## src/rtl/axis_pkg.sv

```systemverilog
// Shared definitions for the AXI-stream frame FIFO.
// Contents:
//   wr_state_e - write-side FSM encoding (WRITE accepts a frame, DROP discards the rest of one)
//   ptr_width  - pointer width for a given address width; the extra MSB tells full from empty
package axis_pkg;

    typedef enum logic {
        WRITE = 1'b0,
        DROP  = 1'b1
    } wr_state_e;

    function automatic int unsigned ptr_width(input int unsigned addr_width);
        return addr_width + 1;
    endfunction

endpackage

```

## src/rtl/axis_fifo_ram.sv

```systemverilog
// Simple dual-port RAM with a registered read port.
// Ports:
//   clk        - clock
//   wr_en_i    - write strobe; wr_addr_i / wr_data_i give the location and word
//   rd_en_i    - read strobe; rd_data_o takes mem[rd_addr_i] on the next edge and holds otherwise
module axis_fifo_ram #(
    parameter int unsigned ADDR_WIDTH = 8,
    parameter int unsigned WIDTH      = 10
) (
    input  logic                  clk,
    input  logic                  wr_en_i,
    input  logic [ADDR_WIDTH-1:0] wr_addr_i,
    input  logic [WIDTH-1:0]      wr_data_i,
    input  logic                  rd_en_i,
    input  logic [ADDR_WIDTH-1:0] rd_addr_i,
    output logic [WIDTH-1:0]      rd_data_o
);

    localparam int unsigned DEPTH = 2 ** ADDR_WIDTH;

    logic [WIDTH-1:0] mem_q [DEPTH];
    logic [WIDTH-1:0] rd_data_q;

    // Storage array and read register; no reset so the array maps onto a RAM macro.
    always_ff @(posedge clk) begin
        if (wr_en_i) begin
            mem_q[wr_addr_i] <= wr_data_i;
        end
        if (rd_en_i) begin
            rd_data_q <= mem_q[rd_addr_i];
        end
    end

    assign rd_data_o = rd_data_q;

endmodule

```

## src/rtl/axis_frame_fifo.sv

```systemverilog
// Store-and-forward AXI-stream frame FIFO. Frames become visible to the sink only
// once their tlast word is written; frames that do not fit are dropped whole.
// The input never back-pressures.
// Ports:
//   clk, rst              - clock, asynchronous active-low reset
//   input_axis_*          - write-side stream (tready is 1 from the first edge after reset)
//   output_axis_*         - read-side stream, registered, AXI hold-until-accepted
//   overflow              - one-cycle pulse: frame dropped for lack of space
//   bad_frame             - one-cycle pulse: frame dropped because tuser was set on tlast
//   good_frame            - one-cycle pulse: frame committed
// Build option:
//   AXIS_FIFO_DROP_BAD_FRAME_EN - discard frames ending with tuser=1 and force output tuser to 0;
//                                 when undefined tuser is forwarded and bad_frame stays 0.
module axis_frame_fifo
    import axis_pkg::*;
#(
    parameter int unsigned ADDR_WIDTH = 8,
    parameter int unsigned DATA_WIDTH = 8,
    parameter int unsigned KEEP_WIDTH = DATA_WIDTH / 8
) (
    input  logic                  clk,
    input  logic                  rst,
    input  logic [DATA_WIDTH-1:0] input_axis_tdata,
    input  logic [KEEP_WIDTH-1:0] input_axis_tkeep,
    input  logic                  input_axis_tvalid,
    output logic                  input_axis_tready,
    input  logic                  input_axis_tlast,
    input  logic                  input_axis_tuser,
    output logic [DATA_WIDTH-1:0] output_axis_tdata,
    output logic [KEEP_WIDTH-1:0] output_axis_tkeep,
    output logic                  output_axis_tvalid,
    input  logic                  output_axis_tready,
    output logic                  output_axis_tlast,
    output logic                  output_axis_tuser,
    output logic                  overflow,
    output logic                  bad_frame,
    output logic                  good_frame
);

    localparam int unsigned PTR_W   = ptr_width(ADDR_WIDTH);
    localparam int unsigned ENTRY_W = DATA_WIDTH + KEEP_WIDTH + 2;

    wr_state_e          state_q, state_d;
    logic [PTR_W-1:0]   wr_ptr_q, wr_ptr_d;
    logic [PTR_W-1:0]   wr_ptr_cur_q, wr_ptr_cur_d;
    logic [PTR_W-1:0]   rd_ptr_q, rd_ptr_d;
    logic               tready_q;
    logic               overflow_q, overflow_d;
    logic               good_q, good_d;
    logic               bad_q, bad_d;
    logic               mem_vld_q;
    logic               out_vld_q;
    logic [ENTRY_W-1:0] out_word_q;

    logic               full_c, empty_c, beat_c, bad_user_c;
    logic               wr_en_c, rd_en_c, adv_c;
    logic [ENTRY_W-1:0] wr_word_c, ram_rd_data, load_word_c;

    // Full compares against the speculative write point, empty against the commit point.
    assign full_c  = (wr_ptr_cur_q[PTR_W-1] != rd_ptr_q[PTR_W-1]) &&
                     (wr_ptr_cur_q[ADDR_WIDTH-1:0] == rd_ptr_q[ADDR_WIDTH-1:0]);
    assign empty_c = (wr_ptr_q == rd_ptr_q);
    assign beat_c  = input_axis_tvalid && tready_q;
    assign wr_word_c = {input_axis_tlast, input_axis_tuser, input_axis_tkeep, input_axis_tdata};

`ifdef AXIS_FIFO_DROP_BAD_FRAME_EN
    assign bad_user_c = input_axis_tuser;
`else
    assign bad_user_c = 1'b0;
`endif

    // Write FSM: next state, pointer updates and status pulses.
    always_comb begin
        state_d      = state_q;
        wr_ptr_d     = wr_ptr_q;
        wr_ptr_cur_d = wr_ptr_cur_q;
        wr_en_c      = 1'b0;
        overflow_d   = 1'b0;
        good_d       = 1'b0;
        bad_d        = 1'b0;
        unique case (state_q)
            WRITE: begin
                if (beat_c) begin
                    if (full_c) begin
                        // Rewind to the last commit; the partial frame is abandoned.
                        wr_ptr_cur_d = wr_ptr_q;
                        if (input_axis_tlast) begin
                            overflow_d = 1'b1;
                        end else begin
                            state_d = DROP;
                        end
                    end else begin
                        wr_en_c      = 1'b1;
                        wr_ptr_cur_d = wr_ptr_cur_q + PTR_W'(1);
                        if (input_axis_tlast) begin
                            if (bad_user_c) begin
                                wr_ptr_cur_d = wr_ptr_q;
                                bad_d        = 1'b1;
                            end else begin
                                wr_ptr_d = wr_ptr_cur_q + PTR_W'(1);
                                good_d   = 1'b1;
                            end
                        end
                    end
                end
            end
            DROP: begin
                if (beat_c && input_axis_tlast) begin
                    overflow_d = 1'b1;
                    state_d    = WRITE;
                end
            end
            default: state_d = WRITE;
        endcase
    end

    // Read side: RAM read register and output register advance together whenever
    // the output register is free or being accepted.
    always_comb begin
        adv_c    = output_axis_tready || !out_vld_q;
        rd_en_c  = adv_c && !empty_c;
        rd_ptr_d = rd_ptr_q;
        if (rd_en_c) begin
            rd_ptr_d = rd_ptr_q + PTR_W'(1);
        end
        load_word_c = ram_rd_data;
`ifdef AXIS_FIFO_DROP_BAD_FRAME_EN
        load_word_c[ENTRY_W-2] = 1'b0;
`endif
    end

    // State, pointers, status pulses and output pipeline.
    always_ff @(posedge clk or negedge rst) begin
        if (!rst) begin
            state_q      <= WRITE;
            wr_ptr_q     <= '0;
            wr_ptr_cur_q <= '0;
            rd_ptr_q     <= '0;
            tready_q     <= 1'b0;
            overflow_q   <= 1'b0;
            good_q       <= 1'b0;
            bad_q        <= 1'b0;
            mem_vld_q    <= 1'b0;
            out_vld_q    <= 1'b0;
            out_word_q   <= '0;
        end else begin
            state_q      <= state_d;
            wr_ptr_q     <= wr_ptr_d;
            wr_ptr_cur_q <= wr_ptr_cur_d;
            rd_ptr_q     <= rd_ptr_d;
            tready_q     <= 1'b1;
            overflow_q   <= overflow_d;
            good_q       <= good_d;
            bad_q        <= bad_d;
            if (adv_c) begin
                mem_vld_q <= !empty_c;
                out_vld_q <= mem_vld_q;
                if (mem_vld_q) begin
                    out_word_q <= load_word_c;
                end
            end
        end
    end

    axis_fifo_ram #(
        .ADDR_WIDTH (ADDR_WIDTH),
        .WIDTH      (ENTRY_W)
    ) u_ram (
        .clk       (clk),
        .wr_en_i   (wr_en_c),
        .wr_addr_i (wr_ptr_cur_q[ADDR_WIDTH-1:0]),
        .wr_data_i (wr_word_c),
        .rd_en_i   (rd_en_c),
        .rd_addr_i (rd_ptr_q[ADDR_WIDTH-1:0]),
        .rd_data_o (ram_rd_data)
    );

    assign input_axis_tready  = tready_q;
    assign output_axis_tvalid = out_vld_q;
    assign output_axis_tlast  = out_word_q[ENTRY_W-1];
    assign output_axis_tuser  = out_word_q[ENTRY_W-2];
    assign output_axis_tkeep  = out_word_q[DATA_WIDTH +: KEEP_WIDTH];
    assign output_axis_tdata  = out_word_q[DATA_WIDTH-1:0];
    assign overflow           = overflow_q;
    assign good_frame         = good_q;
    assign bad_frame          = bad_q;

endmodule

```

## config.mk

```make
export PLATFORM = sky130hd
export DESIGN_NAME = axis_frame_fifo
export DESIGN_NICKNAME = d
export VERILOG_FILES = /design/src/rtl/axis_pkg.sv /design/src/rtl/axis_fifo_ram.sv /design/src/rtl/axis_frame_fifo.sv
export SDC_FILE = /design/constraint.sdc
export NUM_CORES = 2
export LEC_CHECK = 0
export BUFFER_PORTS_ARGS = -buffer_cell sky130_fd_sc_hd__buf_2
export CAP_MARGIN = 10
export CORE_MARGIN = 2
export CORE_UTILIZATION = 45
export CTS_CLUSTER_SIZE = 30
export DETAILED_ROUTE_END_ITERATION = 6
export GPL_TIMING_DRIVEN = 0
export SLEW_MARGIN = 15
export SYNTH_ARGS = -nofsm -noshare
export SYNTH_HDL_FRONTEND = slang
export SYNTH_SLANG_ARGS = --single-unit
```

## constraint.sdc

```tcl
create_clock -name clk -period 3.2 [get_ports clk]
set_input_delay 0.48 -clock clk [delete_from_list [all_inputs] [get_ports clk]]
set_output_delay 0.48 -clock clk [all_outputs]
set_load 0.01 [all_outputs]
```

==> reports/qor.txt <==
DRT antenna net count = 0
Commonest non-fill, non-tap cell in the layout = edfxtp_1
H-tree Lvls = 5
Relative slew slack = 18.7%
Fraction of layout cells with a size suffix above 1 = 40.2%
Psw = 0.0571 W
Critical Path RT = 3.91 ns
Die H = 501 um
# port buffers = 29
PnR worst setup slack = -0.672 ns
Io pins = 31
Tcrit/Tclk final = 121%
Pleak = 45.4 nW
Layout Nets = 6184
Post-synth EDFFs = 2827
Pwr Density = 1010 nW/um2
Total grt overflow = 0
CORE AREA = 246000 um2
Max IR drop VDD = 0.653 mV
Arr. time, crit path = 4.58 ns
Worst-path fanout max = 10
RD Place Congestion = 1.06
Syn Inst Count = 5183
Sequential power share = 29.7%
DR WL/cell = 52.5 um
Most frequent cells in the layout = 2827 x edfxtp_1, 638 x mux4_2, 334 x clkbuf_16
Failing checks = negative setup slack
Min Hold Slack = 0.0753 ns
CTS sink cnt = 2871
Vias = 68.9k
CP startpoint kind = register
Starting Density = 45.2%
Sequential fraction of the synthesis area = 77.4%
TNS Setup = -94.21 ns
Status = finished, violations left
Vias/cell = 7.16
Layout Cells excl Fill = 9621
Tightest Pin Transition = 1.22 ns
Switching portion of total power = 40.4%
# setup viols final = 1590
GRT Overall Usage = 39.9%
Die width = 501 um
Final Power = 0.141 W
Syn-to-layout area delta = 26.5%
Synth Flop Type = edfxtp_1
Total wire length after detailed routing = 505000 um
Hold Vio Cnt, Final = 0
Skew-Pair Late Insertion Delay = 1.00 ns
Root Buffer = clkbuf_16
Antenna violations before repair = 43
Placed insts = 8552
RSZ-0062 raised after global routing = true
Die Area = 251000 um2
Clk slew on worst S/H paths = 0.07 ns
Synthesized net count = 5203
Tmin final = 3.87 ns
Clock share of power = 24.7%
First-pass GRT wire length = 635000 um
CP endpoint kind = register
Total internal power = 0.0842 W
DPL Wire Length = 318000 um
Row count = 182
Largest net degree at the start of global routing = 131
Synth warn = 0
Distinct cells, synth = 82
Vias in the first global route = 62.0k
First-pass iteration count of the detailed router = 6
Logic pwr share = 45.6%
Worst clock skew = 0.0869 ns
CTS Buf Count = 313
FMAX = 0.258 GHz
Drt drc = 0
Initial DRC Count = 14.3k
Async SR Flop Fraction = 1.53%
Post-Syn Area = 111000 um2
HP Class = in -> reg
Max-Cap Viols = 0
CTS Buffer Depth = 4
CTS tree = built
Yosys reg bits = 2871
Setup Crit Path Kind = reg -> reg
Syn_area_per_cell = 21.4 um2
Pins over their slew limit = 0
-- logic make-up (layout without fill, tap and decap cells) --
group / count (synthesis) / in the layout / share of synthesized area, %
AOI/OAI and AO/OA: 514 / 514 / 3.26
xor gates and xnor gates: 33 / 33 / 0.260
adders and majority gates: 5 / 5 / 0.0563
buffers and inverters: 323 / 1516 / 1.67
DFF: 2871 / 2871 / 77.4
muxes: 886 / 886 / 15.2
other: 2 / 27 / 0.00676
and+or+nand+nor: 549 / 549 / 2.17
-- cell usage after synthesis (25+ instances only) --
cell      number  area, um2
a22o_1        26        228
nand3_1       38        190
dfrtp_1       44       1100
o21ai_0       57        285
a22oi_1      108        811
o221ai_1      47        412
clkbuf_1     112        420
buf_2        101        505
mux4_2       638      14400
a221oi_1      38        333
nand2_1      116        435
mux2_2        25        282
edfxtp_1    2827      84900
a211oi_1      26        195
a21oi_1       97        485
o22ai_1       30        188
nor2_1       293       1100
mux2i_1      223       2230
buf_4         52        390
-- what timing repair did --
action                                  CTS  global route
setup endpoints to repair              2845          2464
endpoints found under the hold margin   378             0
buffers inserted                        313           196
pin swaps                               130           116
resized for setup                      1283           202
hold buffers                             13             0
gates cloned                              7             2
-- critical path: stages (launching register included) --
cell,delay [ns]
dfrtp_1,0.39
buf_4,0.26
clkbuf_8,0.33
buf_6,0.27
buf_16,0.22
nand2_4,0.21
o211ai_1,0.98
o22ai_2,0.27
a211oi_4,0.56
-- through the flow --
step | setup WS (ns) | utilization, % | area, um2
2_1_floorplan | 0.325 | - | 111000
3_3_place_gp | -4.49 | 46.9 | 115000
3_5_place_dp | -3.02 | 48.2 | 118000
4_1_cts | -0.286 | 55.9 | 137000
5_1_grt | -0.406 | 57.2 | 141000
6_report | -0.672 | 57.2 | 141000
-- sequential cells by signal (all words and copies together) (netlist names) --
name / flops
input_axis_tready: 1
wr_ptr_q: 9
mem_vld_q: 1
good_frame: 1
u_ram.rd_data_o: 11
u_ram.mem_q: 2816
wr_ptr_cur_q: 9
overflow: 1
output_axis_tvalid: 1
out_word_q: 11
state_q: 1
rd_ptr_q: 9
-- layer usage --
| layer | up-vias | wire length (um) | GRT usage [%] |
|---|---|---|---|
| met5 | - | 831 | 1.14 |
| met4 | 34 | 48300 | 30.9 |
| met3 | 1822 | 87200 | 19.8 |
| met2 | 7182 | 206000 | 53.6 |
| met1 | 36035 | 163000 | 48.6 |
| li1 | 23843 | - | - |
-- power by group through the flow --
stage | clock network, W | logic, W | registers, W
global route | 0.0360 | 0.0617 | 0.0420
global placement | 0 | 0.0453 | 0.0429
detailed placement | 0 | 0.0468 | 0.0427
finish | 0.0349 | 0.0644 | 0.0420
CTS | 0.0345 | 0.0578 | 0.0420
floorplan | 0 | 0.0190 | 0.0427
-- final cells by class --
type / instances / area [um2]
Antenna cell: 25 / 62.6
Buffer: 301 / 5030
Clock buffer: 383 / 8250
Clock inverter: 144 / 1230
Fill cell: 17536 / 105000
Inverter: 12 / 72.6
Multi-Input combinational cell: 1989 / 26900
Sequential cell: 2871 / 86000
Tap cell: 3220 / 4030
Timing Repair Buffer: 676 / 9010
-- path summary, 6_finish.rpt --
kind,start,cells past startpoint,slack (ns),endpoint
worst min-delay path,input_axis_tdata[3],2,0.08,u_ram.mem_q[55][3]
min in group asynchronous,rst,2,0.11,overflow
max in group asynchronous,rst,2,2.47,rd_ptr_q[5]
worst min register to register,u_ram.rd_data_o[10],1,0.48,out_word_q[10]
worst max-delay path,rd_ptr_q[3],8,-0.67,u_ram.rd_data_o[10]
worst max register to register,rd_ptr_q[3],8,-0.67,u_ram.rd_data_o[10]
Note: power is estimated with default switching activity, not from simulation.
